===== src/rtl/alu_pkg.sv =====
// Shared definitions for the ALU/carry-flag arithmetic core: opcode encoding and default width.
package alu_pkg;

  localparam int ALU_W = 8;

  typedef enum logic [2:0] {
    ALU_ADD  = 3'd0,
    ALU_ADC  = 3'd1,
    ALU_SUB  = 3'd2,
    ALU_SBB  = 3'd3,
    ALU_AND  = 3'd4,
    ALU_OR   = 3'd5,
    ALU_XOR  = 3'd6,
    ALU_PASS = 3'd7
  } alu_op_e;

endpackage


===== src/rtl/alu_cy_unit_flag_reg.sv =====
// Single-bit flag flop with clock enable and asynchronous active-low reset to 0.
module cy_flag_reg (
  input  logic clk,
  input  logic rst_n,
  input  logic ce,
  input  logic d,
  output logic q
);

  logic flag_d;
  logic flag_q;

  // Next-state select: load on enable, otherwise hold.
  always_comb begin
    if (ce) begin
      flag_d = d;
    end else begin
      flag_d = flag_q;
    end
  end

  // Flag storage.
  always_ff @(posedge clk or negedge rst_n) begin
    if (!rst_n) begin
      flag_q <= 1'b0;
    end else begin
      flag_q <= flag_d;
    end
  end

  assign q = flag_q;

endmodule


===== src/rtl/alu_cy_unit.sv =====
// Combinational ALU with registered carry flag fed back as carry-in for ADC/SBB.
// Optional registered zero flag output zf when ALU_ZFLAG_EN is defined.
module alu_cy_unit
  import alu_pkg::*;
#(
  parameter int WIDTH = ALU_W
) (
  input  logic             clk,
  input  logic             rst_n,
  input  logic [2:0]       alu_code,
  input  logic [WIDTH-1:0] a,
  input  logic [WIDTH-1:0] r,
  input  logic             cy_ce,
  output logic [WIDTH-1:0] out,
  output logic             co,
  output logic             cy
`ifdef ALU_ZFLAG_EN
  ,
  output logic             zf
`endif
);

  logic [WIDTH:0] a_ext_s;
  logic [WIDTH:0] r_ext_s;
  logic [WIDTH:0] ci_ext_s;
  logic [WIDTH:0] res_s;

  assign a_ext_s  = {1'b0, a};
  assign r_ext_s  = {1'b0, r};
  assign ci_ext_s = {{WIDTH{1'b0}}, cy};

  // Bit WIDTH of the widened result is carry for adds and borrow for subtracts;
  // cy is the stored flag, so ADC/SBB with cy_ce high never loops back combinationally.
  always_comb begin
    res_s = {(WIDTH+1){1'b0}};
    case (alu_op_e'(alu_code))
      ALU_ADD:  res_s = a_ext_s + r_ext_s;
      ALU_ADC:  res_s = a_ext_s + r_ext_s + ci_ext_s;
      ALU_SUB:  res_s = a_ext_s - r_ext_s;
      ALU_SBB:  res_s = a_ext_s - r_ext_s - ci_ext_s;
      ALU_AND:  res_s = {1'b0, a & r};
      ALU_OR:   res_s = {1'b0, a | r};
      ALU_XOR:  res_s = {1'b0, a ^ r};
      ALU_PASS: res_s = r_ext_s;
      default:  res_s = r_ext_s;
    endcase
  end

  assign out = res_s[WIDTH-1:0];
  assign co  = res_s[WIDTH];

  cy_flag_reg u_cy_flag (
    .clk   (clk),
    .rst_n (rst_n),
    .ce    (cy_ce),
    .d     (co),
    .q     (cy)
  );

`ifdef ALU_ZFLAG_EN
  logic zero_s;

  assign zero_s = (out == {WIDTH{1'b0}});

  cy_flag_reg u_zf_flag (
    .clk   (clk),
    .rst_n (rst_n),
    .ce    (cy_ce),
    .d     (zero_s),
    .q     (zf)
  );
`endif

endmodule


===== config.mk =====
export PLATFORM = sky130hd
export DESIGN_NAME = alu_cy_unit
export DESIGN_NICKNAME = d
export VERILOG_FILES = /design/src/rtl/alu_pkg.sv /design/src/rtl/alu_cy_unit_flag_reg.sv /design/src/rtl/alu_cy_unit.sv
export SDC_FILE = /design/constraint.sdc
export NUM_CORES = 1
export LEC_CHECK = 0
export ABC_AREA = 1
export BUFFER_PORTS_ARGS = -buffer_cell sky130_fd_sc_hd__buf_2
export CAP_MARGIN = 15
export CORE_MARGIN = 2
export CORE_UTILIZATION = 58
export CTS_CLUSTER_DIAMETER = 120
export DETAILED_ROUTE_END_ITERATION = 10
export GPL_TIMING_DRIVEN = 0
export HOLD_SLACK_MARGIN = 0.06
export PLACE_DENSITY_LB_ADDON = 0.3
export SYNTH_ARGS = -nofsm -noshare
export SYNTH_HDL_FRONTEND = slang
export SYNTH_SLANG_ARGS = --single-unit

===== constraint.sdc =====
create_clock -name clk -period 2.8 [get_ports clk]
set_input_delay 0.28 -clock clk [delete_from_list [all_inputs] [get_ports clk]]
set_output_delay 0.28 -clock clk [all_outputs]
set_load 0.02 [all_outputs]

# --- Word level (Yosys, flattened, before mapping) ---
# Cells that the tools add are included.
totals:
  in_bits: 22
  regBits: 1
  elab_cells: 17
op_classes:
  reduce_logical: 1
  mux: 1
  bitwise_logic: 3
  addsub: 4
  eq_ne: 7
ops:
  columns: ["op", "count"]
  rows:
  - ["one-hot mux 9 bit (8 select lines)", 1]
  - ["equality test 3 bit, second input constant", 4]
  - ["adder 8 x 8 -> 9 bit", 1]
  - ["adder 9 x 1 -> 9 bit", 1]
  - ["subtractor 8 x 8 -> 9 bit", 1]
  - ["subtractor 9 x 1 -> 9 bit", 1]
  - ["bitwise AND 8 bit", 1]
  - ["OR 8 bit", 1]
  - ["XOR 8 bit", 1]
  - ["equality test 3 x 2 -> 1 bit, second input constant", 2]
  - ["equality test 3 x 1 -> 1 bit, second input constant", 1]
  - ["logical NOT 3 bit", 1]

# --- Depth between registers and ports, before layout ---
logic_depth:
  depth_word: 3
  mapped_depth: 18

# --- Cells and area by module ---
# Synthesis repeated with hierarchy kept, for this count alone.
unflattened:
  hier_cells: 315
  hier_area_um2: 1906.8
modules_own_cells:
  columns: ["mod", "seq_area_each_um2", "cells_per_inst", "instances", "area_per_inst_um2"]
  rows:
  - ["alu_cy_unit", 0.0, 310, 1, 1866.8]
  - ["cy_flag_reg", 25.0, 5, 1, 40.0]

# --- Worst setup path before layout ---
# Ideal clock, no wire load.
synth_path:
  path_type: "in2out"
  start: "input a[0]"
  end: "output co"
  path_stages: 15
  setup_slack_ns: 0.355
  t_arrival_ns: 2.165
  path_cell_list: "inv_1 ha_1 inv_1 fa_1 inv_1 ha_1 inv_1 nor2_1 nand3_2 nor2_2 nand3_1 nand2_1 nand3_1 nand3_1 and2_1"
synth_between:
  elab_chain_len: 3
synth_rtl:
  columns: ["item", "line", "text"]
  rows:
  - ["start: declaration", "alu_cy_unit.sv:11", "input logic [WIDTH-1:0] a,"]
  - ["subtractor 8 x 8 -> 9 bit or adder 8 x 8 -> 9 bit (tied branches)", null, null]
  - ["subtractor 9 x 1 -> 9 bit or adder 9 x 1 -> 9 bit (tied branches)", "alu_cy_unit.sv:40, alu_cy_unit.sv:38", null]
  - ["one-hot mux 9 bit (8 select lines) *", "alu_cy_unit.sv:36", "case (alu_op_e'(alu_code))"]
  - ["end: declaration", "alu_cy_unit.sv:15", "output logic co,"]
# Every way passes the cells marked *; elsewhere a longest branch is shown, timed or not.

# --- Worst setup path in the final report ---
layout_path:
  start: "input r[0]"
  end: "output out[7]"
layout_between:
  elab_chain_len: 3
layout_rtl:
  columns: ["item", "line", "text"]
  rows:
  - ["start: declaration", "alu_cy_unit.sv:12", "input logic [WIDTH-1:0] r,"]
  - ["subtractor 8 x 8 -> 9 bit or adder 8 x 8 -> 9 bit (tied branches)", null, null]
  - ["subtractor 9 x 1 -> 9 bit or adder 9 x 1 -> 9 bit (tied branches)", "alu_cy_unit.sv:40, alu_cy_unit.sv:38", null]
  - ["one-hot mux 9 bit (8 select lines) *", "alu_cy_unit.sv:36", null]
  - ["end: declaration", "alu_cy_unit.sv:14", "output logic [WIDTH-1:0] out,"]
# Marks and branches as above.

==> metrics <==
post-layout minimum cycle time=2.72 ns; worst hold path cell count=3; measured slew at the worst slew-check pin=0.859 ns; crit-path max cell delay=0.36 ns; area occupied by registers=25.0 um^2; sequential fraction of the synthesis area=1.35%; buffer and inverter count on the worst path=5; max-slew headroom at the worst pin=42.3%; final setup violation count=0; DRC marker count from the first detailed-route iteration=171; highest-count cells in the layout ignoring fill and taps=65 x nand2_1, 59 x inv_1, 29 x buf_2; critical path depth in cells=17; Highest Clock Rate=0.368 GHz; required arrival time at the worst endpoint=2.52 ns; ANT cells=0; clock latency on the worst-skew pair=0 ns; detail-routed net length per standard cell=12.8 um; horizontal die dimension=60.5 um; commonest non-fill, non-tap cell in the layout=nand2_1; average size of a mapped cell=5.77 um^2; max-slew violation total from the final report=0; TritonRoute pass-1 iters=5; antenna violations before repair=0; max_cap viols=0; worst hold slack=0.534 ns; cell chain of the critical path=buf_2 > ha_2 > inv_2 > fa_2 > nand3b_1 > nand2_2 > nand2_1 > nand2_2 > inv_2 > nor2_2 > nand2_1 > o21ai_0 > nand3_1 > nand3_1 > nand2_1 > inv_1 > buf_2; FF+latch count, synth=1; net count after synthesis=373; global-route usage over all layers=28.8%; die area=3660 um^2; area growth from synthesis to layout=16.6%; crit path max-delay cell type=fa_2; number of global-route vias before repair=1915; clock transition at the registers of the reported paths=0 ns; detailed-routing wirelength on met1=2240 um; warnings from Yosys=0; final period utilization=97.0%; launching element type of the critical path=primary input; Worst Path Arrival=2.44 ns; number of remaining DRC errors=0; number of ports placed on the die boundary=32; global-route wire length before repair=8170 um; Total Routed Length=5080 um; fill count=291; worst-case vdd ir drop=130 uV; type of the worst min-delay path=in -> reg; initial cell density of the core=60.7%; Multi-input gate area=1580 um^2; Std-Cell Core Area=3050 um^2; routed via count=2212; crit path capture type=output pin; HPWL reported at the end of detailed placement=4010 um; Routed met3 length=386 um; async set or reset register ratio after synthesis=100%; FF-to-FF path depth=12; area of the mapped netlist=1850 um^2; Routed met2 length=2400 um; main flop type after synthesis=dfrtp_1; fraction of layout instances using a drive strength above 1=25.8%; Static Leak=1.17 nW; Setup Crit Path Kind=in -> out; Crit Path Max Fanout=3; Clock Skew=0 ns; EDFF count, synth=0; gp weighted congestion=0.969; crit-path most repeated cell=nand2_1; Cell Pwr Density=234 nW/um^2; post-synthesis instance total=321; Remaining Overflow, GRT=0; final-report hold violation count=0; die outline height=60.5 um; pin count of the biggest net entering global routing=11; uppermost signal routing layer after detailed routing=met4; setup repair after global routing missed its margin=true; run status=finished clean; via density per instance=5.57; CP top delay family=simple AND/OR/NAND/NOR gates; number of flip-flops under the largest register name=1; Final Power=0.506 mW; Port Buf Inserts=30; count of nets left with antenna violations after detail routing=0; number of placement rows=20; count of different cell masters after synthesis=36; Final Net Count=407
power breakdown:
part | switching (mW) | internal (mW)
registers | 0.00305 | 0.0167
logic | 0.318 | 0.168
clock network | 0 | 0
kinds of logic (layout without fill, tap and decap cells):
group	count (synthesis)	after routing	synth area share (%)
AO/OA/AOI/OAI	50	50	16.6
XOR/XNOR	3	3	1.42
adder cells (fa/ha/maj)	30	30	21.1
buffers and inverters	78	110	17.5
flip-flops	1	1	1.35
AND/OR/NAND/NOR	159	159	42.1
synth_stat cells, types with 2 or more instances:
cell type | instances | share of area (%)
buf_6 | 2 | 1.2
inv_2 | 6 | 1.2
inv_4 | 2 | 0.68
o2111ai_1 | 2 | 0.95
nor2_2 | 5 | 1.7
a221oi_1 | 4 | 1.9
nand2_1 | 67 | 14
buf_4 | 3 | 1.2
nand4_1 | 8 | 2.7
a21oi_1 | 12 | 3.2
ha_1 | 28 | 19
fa_1 | 2 | 2.2
nand3_1 | 29 | 7.8
nor4_1 | 2 | 0.68
and2_1 | 2 | 0.68
nand3_2 | 5 | 2.7
nand2_2 | 12 | 4.1
o21ai_0 | 17 | 4.6
nor2_1 | 20 | 4.1
nor3_1 | 4 | 1.1
inv_1 | 64 | 13
o22ai_1 | 10 | 3.4
xor2_1 | 2 | 0.95
per-layer routing:
layer	GRT usage [%]	up-vias
met2	52.5	95
li1	-	1104
met5	0	-
met1	37.9	1006
met4	5.90	0
met3	1.28	7
final timing paths:
check | slack [ns] | start | endpoint
max | 0.08 | r[0] | out[7]
min | 0.53 | cy_ce | u_cy_flag.q$_DFFE_PN0P_
max reg2reg | 1.02 | u_cy_flag.q$_DFFE_PN0P_ | u_cy_flag.q$_DFFE_PN0P_
min reg2reg | 0.57 | u_cy_flag.q$_DFFE_PN0P_ | u_cy_flag.q$_DFFE_PN0P_
max in group asynchronous | 2.12 | rst_n | u_cy_flag.q$_DFFE_PN0P_
min in group asynchronous | 0.59 | rst_n | u_cy_flag.q$_DFFE_PN0P_
stage by stage:
stage / setup TNS, ns / util [%] / instances / setup slack [ns] / cell area (um^2)
detailed placement: -0.0338 / 67.4 / 395 / -0.0338 / 2060
floorplan: 0 / - / 321 / 0.355 / 1850
finish: 0 / 70.8 / 397 / 0.0837 / 2160
CTS: 0 / 67.8 / 396 / 0.0343 / 2070
global route: -0.0156 / 70.8 / 397 / -0.0156 / 2160
global placement: 0 / 67.4 / 395 / 0.0102 / 2060
what timing repair did:
item	4_1_cts	5_1_grt
gates resized for setup	2	23
endpoints found under the hold margin	1	0
hold buffers	1	0
setup endpoints to repair	2	4
buffers inserted	0	1
pin swaps	0	9
worst min-delay path, stage by stage:
cell	delay [ns]
buf_2	0.09
nand3_1	0.07
nand2_1	0.05
cell type report:
class | count | share of cell area (%)
Multi-Input combinational cell | 242 | 73.2
Inverter | 72 | 12.7
Buffer | 6 | 2.26
Tap cell | 44 | 2.55
Sequential cell | 1 | 1.16
Timing Repair Buffer | 32 | 8.05
Note: power is estimated with default switching activity, not from simulation.
